[src/rtl/card_dealer_if.sv]
// Bus between the card dealer and its controller / player card bank:
// the hand-request controls plus the bank's single-register write port and status.
interface card_dealer_if;
    logic        start;
    logic        deck_clear;
    logic        seed_load;
    logic [15:0] seed;
    logic        wr_en;
    logic [2:0]  wr_sel;
    logic [7:0]  wr_data;
    logic        busy;
    logic        done;
    logic        error;
    logic [5:0]  cards_left;

    modport master (
        output start, deck_clear, seed_load, seed,
        input  wr_en, wr_sel, wr_data, busy, done, error, cards_left
    );

    modport slave (
        input  start, deck_clear, seed_load, seed,
        output wr_en, wr_sel, wr_data, busy, done, error, cards_left
    );
endinterface

[src/rtl/card_dealer.sv]
// Deals N_CARDS unique cards per hand from a 52-card deck into the player card bank,
// drawing candidates from a free-running 16-bit LFSR and rejecting dealt cards.
module card_dealer #(
    parameter int          N_CARDS      = 5,
    parameter logic [15:0] SEED_DEFAULT = 16'hACE1
) (
    input  logic         clk,
    input  logic         reset,
    card_dealer_if.slave bus
);

    localparam logic [5:0] DECK_SIZE = 6'd52;
    localparam logic [5:0] HAND_SIZE = 6'(N_CARDS);
    localparam logic [2:0] LAST_SLOT = 3'(N_CARDS - 1);

    typedef enum logic [1:0] {
        IDLE  = 2'd0,
        DRAW  = 2'd1,
        WRITE = 2'd2,
        DONE  = 2'd3
    } state_t;

    state_t      state;
    state_t      state_nxt;

    logic [15:0] lfsr;
    logic [51:0] used_mask;
    logic [5:0]  cards_left_q;
    logic [2:0]  slot;

    logic [5:0]  cand;
    logic [5:0]  cand_idx;
    logic        cand_rank_ok;
    logic        cand_ok;

    logic        take_card;
    logic        refuse;
    logic        clear_now;
    logic [5:0]  avail;

    function automatic logic rank_is_valid(input logic [5:0] code);
        return (code[3:0] >= 4'd1) && (code[3:0] <= 4'd13);
    endfunction

    // Deck position suit*13 + rank-1; only meaningful for a valid rank.
    function automatic logic [5:0] deck_index(input logic [5:0] code);
        return ({4'b0000, code[5:4]} * 6'd13) + {2'b00, code[3:0]} - 6'd1;
    endfunction

    function automatic logic [15:0] lfsr_step(input logic [15:0] v);
        return {v[14:0], v[15] ^ v[13] ^ v[12] ^ v[10]};
    endfunction

    assign cand         = lfsr[5:0];
    assign cand_rank_ok = rank_is_valid(cand);
    assign cand_idx     = cand_rank_ok ? deck_index(cand) : 6'd0;
    assign cand_ok      = cand_rank_ok && !used_mask[cand_idx];

    always_ff @(posedge clk) begin
        if (reset) begin
            state <= IDLE;
        end else begin
            state <= state_nxt;
        end
    end

    always_comb begin
        state_nxt = state;
        take_card = 1'b0;
        refuse    = 1'b0;
        clear_now = 1'b0;
        avail     = cards_left_q;
        case (state)
            IDLE: begin
                // A simultaneous clear is applied before start is judged.
                clear_now = bus.deck_clear;
                avail     = bus.deck_clear ? DECK_SIZE : cards_left_q;
                if (bus.start) begin
                    if (avail >= HAND_SIZE) begin
                        state_nxt = DRAW;
                    end else begin
                        refuse = 1'b1;
                    end
                end
            end
            DRAW: begin
                if (cand_ok) begin
                    take_card = 1'b1;
                    state_nxt = WRITE;
                end
            end
            WRITE: begin
                state_nxt = (slot == LAST_SLOT) ? DONE : DRAW;
            end
            DONE: begin
                state_nxt = IDLE;
            end
            default: begin
                state_nxt = IDLE;
            end
        endcase
    end

    always_ff @(posedge clk) begin
        if (reset) begin
            lfsr             <= SEED_DEFAULT;
            used_mask        <= '0;
            cards_left_q     <= DECK_SIZE;
            slot             <= 3'd0;
            bus.wr_en        <= 1'b0;
            bus.wr_sel       <= 3'd0;
            bus.wr_data      <= 8'd0;
            bus.busy         <= 1'b0;
            bus.done         <= 1'b0;
            bus.error        <= 1'b0;
        end else begin
            if (bus.seed_load) begin
                lfsr <= (bus.seed == 16'd0) ? SEED_DEFAULT : bus.seed;
            end else begin
                lfsr <= lfsr_step(lfsr);
            end

            if (clear_now) begin
                used_mask    <= '0;
                cards_left_q <= DECK_SIZE;
            end else if (take_card) begin
                used_mask[cand_idx] <= 1'b1;
                cards_left_q        <= cards_left_q - 6'd1;
            end

            if (state == IDLE && state_nxt == DRAW) begin
                slot <= 3'd0;
            end else if (state == WRITE) begin
                slot <= slot + 3'd1;
            end

            // Write address/data change only together with the write strobe.
            if (take_card) begin
                bus.wr_sel  <= slot;
                bus.wr_data <= {2'b00, cand};
            end

            bus.wr_en <= take_card;
            bus.busy  <= (state_nxt != IDLE);
            bus.done  <= (state_nxt == DONE);
            bus.error <= refuse;
        end
    end

    assign bus.cards_left = cards_left_q;

endmodule

[src/flat_wrapper.sv]
// flat-port wrapper written by rule: the top's interface ports become plain ports
module card_dealer_flat 
#(
    parameter int          N_CARDS      = 5,
    parameter logic [15:0] SEED_DEFAULT = 16'hACE1
)
  (clk, reset, bus_start, bus_deck_clear, bus_seed_load, bus_seed, bus_wr_en, bus_wr_sel, bus_wr_data, bus_busy, bus_done, bus_error, bus_cards_left);
  card_dealer_if bus_i ();
  input  logic clk;
  input  logic reset;
  input wire logic [$bits(bus_i.start)-1:0] bus_start;
  input wire logic [$bits(bus_i.deck_clear)-1:0] bus_deck_clear;
  input wire logic [$bits(bus_i.seed_load)-1:0] bus_seed_load;
  input wire logic [$bits(bus_i.seed)-1:0] bus_seed;
  output wire logic [$bits(bus_i.wr_en)-1:0] bus_wr_en;
  output wire logic [$bits(bus_i.wr_sel)-1:0] bus_wr_sel;
  output wire logic [$bits(bus_i.wr_data)-1:0] bus_wr_data;
  output wire logic [$bits(bus_i.busy)-1:0] bus_busy;
  output wire logic [$bits(bus_i.done)-1:0] bus_done;
  output wire logic [$bits(bus_i.error)-1:0] bus_error;
  output wire logic [$bits(bus_i.cards_left)-1:0] bus_cards_left;
  assign bus_i.start = bus_start;
  assign bus_i.deck_clear = bus_deck_clear;
  assign bus_i.seed_load = bus_seed_load;
  assign bus_i.seed = bus_seed;
  assign bus_wr_en = bus_i.wr_en;
  assign bus_wr_sel = bus_i.wr_sel;
  assign bus_wr_data = bus_i.wr_data;
  assign bus_busy = bus_i.busy;
  assign bus_done = bus_i.done;
  assign bus_error = bus_i.error;
  assign bus_cards_left = bus_i.cards_left;
  card_dealer #(.N_CARDS(N_CARDS), .SEED_DEFAULT(SEED_DEFAULT)) u_core (.clk(clk), .reset(reset), .bus(bus_i));
endmodule
[config.mk]
export PLATFORM = sky130hd
export DESIGN_NAME = card_dealer_flat
export DESIGN_NICKNAME = d
export VERILOG_FILES = /design/src/rtl/card_dealer_if.sv /design/src/rtl/card_dealer.sv /design/src/flat_wrapper.sv
export SDC_FILE = /design/constraint.sdc
export NUM_CORES = 1
export LEC_CHECK = 0
export ABC_CLOCK_PERIOD_IN_PS = 3700
export BUFFER_PORTS_ARGS = -buffer_cell sky130_fd_sc_hd__buf_2
export CORE_MARGIN = 2
export CORE_UTILIZATION = 53
export CTS_CLUSTER_SIZE = 16
export DETAILED_ROUTE_END_ITERATION = 6
export PLACE_DENSITY = 0.73
export SYNTH_ARGS = -nofsm -noshare
export SYNTH_HDL_FRONTEND = slang
export SYNTH_SLANG_ARGS = --single-unit
[constraint.sdc]
create_clock -name clk -period 3.7 [get_ports clk]
set_input_delay 0.37 -clock clk [delete_from_list [all_inputs] [get_ports clk]]
set_output_delay 0.37 -clock clk [all_outputs]
set_load 0.02 [all_outputs]
==> flow_metrics.tcl <==
set metrics [dict create \
    status "finished with violations" \
    violations "negative setup slack" \
    grt_overflow_total 0 \
    tightest_slew_ps 1040 \
    dpl.hpwl_um 7340 \
    yosysTopAreaCell "dfxtp_1" \
    p_per_area_nw_per_um2 491 \
    setup_viol 62 \
    vias_per_cell 5.87 \
    initial_core_util 0.545 \
    place.gp.congestion 0.990 \
    grt_pass1_wl_um 17300 \
    drv_slew 0 \
    synth_cells 484 \
    synth_common_cells "92 x dfxtp_1, 72 x nand2_1, 38 x nor2_1" \
    cp.required_ps 4010 \
    grt_pass1_vias 3639 \
    grtUsageTotal 0.256 \
    cp-start-kind "flop" \
    area_growth_syn_to_layout_pct 32.4 \
    synth_top_area_share 0.437 \
    crit_path_cell_trace "fa_1, ha_2, inv_2, fa_2, or2_4, o22ai_2, o21bai_4, a221o_1, a32o_2, nor4_4, buf_6, buf_6, bufbuf_16, a31oi_1, nor2_1" \
    worstPathMaxFanout 8 \
    final_nets 597 \
    async_flop_share 0 \
    ant_nets 0 \
    ys_top_cells_by_area "dfxtp_1 44%, nand2_1 6.4%, mux2i_1 5.7%, o21ai_1 3.8%, nor2_1 3.4%" \
    fp.dieH_um 93.2 \
    grt_antenna_before_repair 0 \
    fill_cells 553 \
    h-tree-depth 3 \
    multi_input_area_um2 2600 \
    clock_sinks 92 \
    core_region_area_um2 7730 \
    cp_common_cell "buf_6" \
    ys_ff_latch 92 \
    grt_max_degree 34 \
    crit_arrival_ps 4210 \
    relSlewSlack 0.303 \
    worst_setup_path_end_kind "flop" \
    fmax_ghz 0.256 \
    finalCritPeriodShare 1.05 \
    synth.most_common_cell "dfxtp_1" \
    p_leak_uw 0.00217 \
    skew_ps 6.52 \
    synth_area_um2 4210 \
    setup_tns_ps -7610 \
    synth_edf_count 0 \
    postLayoutCoreUtil 0.722 \
    holdCritPathClass "primary input to flop" \
    placed_area_um2 4740 \
    setup_ws_ps -199 \
    detail_route.wl_per_cell_um 17.0 \
    drtPass1Iterations 5 \
    ctsRootBufferMaster "clkbuf_8" \
    peakVddDrop_mv 0.318 \
    maxCapViolations 0 \
    ys_types 53 \
    clk_pin_slew_ps 90 \
    die_w_um 93.2 \
    critical-path-top-delay-family "adder cells" \
    stdcell_area_um2 5580 \
    fp-row-count 32 \
    worst_path_max_delay_cell "fa_2" \
    ys_seq_area_frac 0.437 \
    drive_gt1_frac 0.336 \
    route.detailed.drc 0 \
    cts_max_path_buffers 2 \
    slowest_delay_ps 660 \
    io_pins 42 \
    clock_latency_ps 370 \
    ys.flop_type "dfxtp_1" \
    hold_viol_final 0 \
    ys_warn_count 0 \
    cts_buffers 9 \
    worst-path-buf-inv 4 \
    cts_tree "built" \
    crit_type "flop to flop" \
    vias 3932 \
    routed_wirelength_um 11400 \
    min_period_ps 3900 \
    dieArea_um2 8680 \
    avgSynthCellArea_um2 8.70 \
    drt_iter0_drc 349 \
    num_antenna_cells 0 \
    place.port_buffers 39 \
    seq_area_um2 1850 \
    rsz0062_at_grt "yes" \
]
-- power breakdown --
part | leakage, uW | internal (uW) | switching [uW]
combinational | 0.00132 | 420 | 576
clock | 0.000103 | 333 | 361
sequential | 0.000748 | 1020 | 26.4
total | 0.00217 | 1770 | 964
-- area by class of cell --
cell class,instances,area share
clock buffers,11,0.0253
flip-flops and latches,92,0.331
repair buffers,95,0.131
inverters,18,0.0121
multi-input cells,347,0.467
well taps,102,0.0229
clock inverters,5,0.0110
-- cell families (layout without fill, tap and decap cells) --
kind of cell | Yosys count | in the layout | share of synthesized area
simple gates | 182 | 182 | 0.208
compound gates | 108 | 108 | 0.163
flops | 92 | 92 | 0.437
buf+inv | 46 | 129 | 0.0454
mux | 28 | 28 | 0.0731
xor+xnor | 14 | 14 | 0.0291
fa+ha+maj | 13 | 13 | 0.0440
other cells | 1 | 2 | 0.000890
-- per-layer routing --
layer  routed length (um)  up-vias  share of wire  track usage
met5                    0        -              0            0
met4                  342        0          0.030        0.127
met3                  683       39          0.060       0.0363
met2                 5730      160           0.50        0.435
met1                 4660     1876           0.41        0.318
li1                     -     1857              -            -
-- state kept, by name, indices dropped and copies added, names as in the netlist --
signal,count
u_core.bus.busy,1
u_core.bus.cards_left,6
u_core.slot,3
u_core.state,2
u_core.bus.error,1
u_core.bus.wr_sel,3
u_core.lfsr,16
u_core.bus.done,1
u_core.used_mask,52
u_core.bus.wr_data,6
u_core.bus.wr_en,1
-- through the flow --
| stage | hold slack, ps | power (uW) | setup WS [ps] | std cells |
|---|---|---|---|---|
| 6_report | 223 | 2740 | -199 | 670 |
| 5_1_grt | 238 | 2850 | -344 | 670 |
| 4_1_cts | 224 | 2570 | -138 | 665 |
| 3_5_place_dp | 439 | 1770 | -335 | 635 |
| 3_3_place_gp | 434 | 1750 | -199 | 635 |
| 2_1_floorplan | 417 | 1510 | 1.34 | 485 |
-- layout by cell type (no fill, tap or decap), types with 13 or more instances in the layout --
| master | Yosys | layout |
|---|---|---|
| mux2i_1 | 24 | 24 |
| buf_2 | 3 | 39 |
| o21ai_2 | 0 | 19 |
| inv_1 | 18 | 16 |
| nand2b_1 | 13 | 13 |
| buf_4 | 4 | 43 |
| nand2_1 | 72 | 68 |
| nor2_1 | 38 | 37 |
| dfxtp_1 | 92 | 89 |
| o21ai_1 | 32 | 23 |
-- final timing paths --
path	slack [ps]	from	end	cells after the start
setup / recovery	-200	u_core.lfsr[1]$_SDFF_PP0_	u_core.used_mask[0]$_SDFFE_PP0P_	15
hold / removal	220	bus_seed[15]	u_core.lfsr[15]$_SDFF_PP1_	3
setup reg to reg	-200	u_core.lfsr[1]$_SDFF_PP0_	u_core.used_mask[0]$_SDFFE_PP0P_	15
hold reg to reg	450	u_core.used_mask[35]$_SDFFE_PP0P_	u_core.used_mask[35]$_SDFFE_PP0P_	2
-- worst register-to-register path, cell delays in order, from the launching register on --
cell	delay [ps]
dfxtp_2	340
fa_1	550
ha_2	190
inv_2	40
fa_2	660
or2_4	220
o22ai_2	90
o21bai_4	180
a221o_1	290
a32o_2	300
nor4_4	230
buf_6	170
buf_6	110
bufbuf_16	250
a31oi_1	80
nor2_1	130
-- timing repair --
item                                    in CTS  in global routing
setup buffers                               13                  5
endpoints found under the setup margin      69                 69
hold buffers                                 0                  0
gates cloned                                 1                  1
gates resized for setup                     38                 56
pin swaps                                   12                 17
Power figures use the tool's default switching activity.
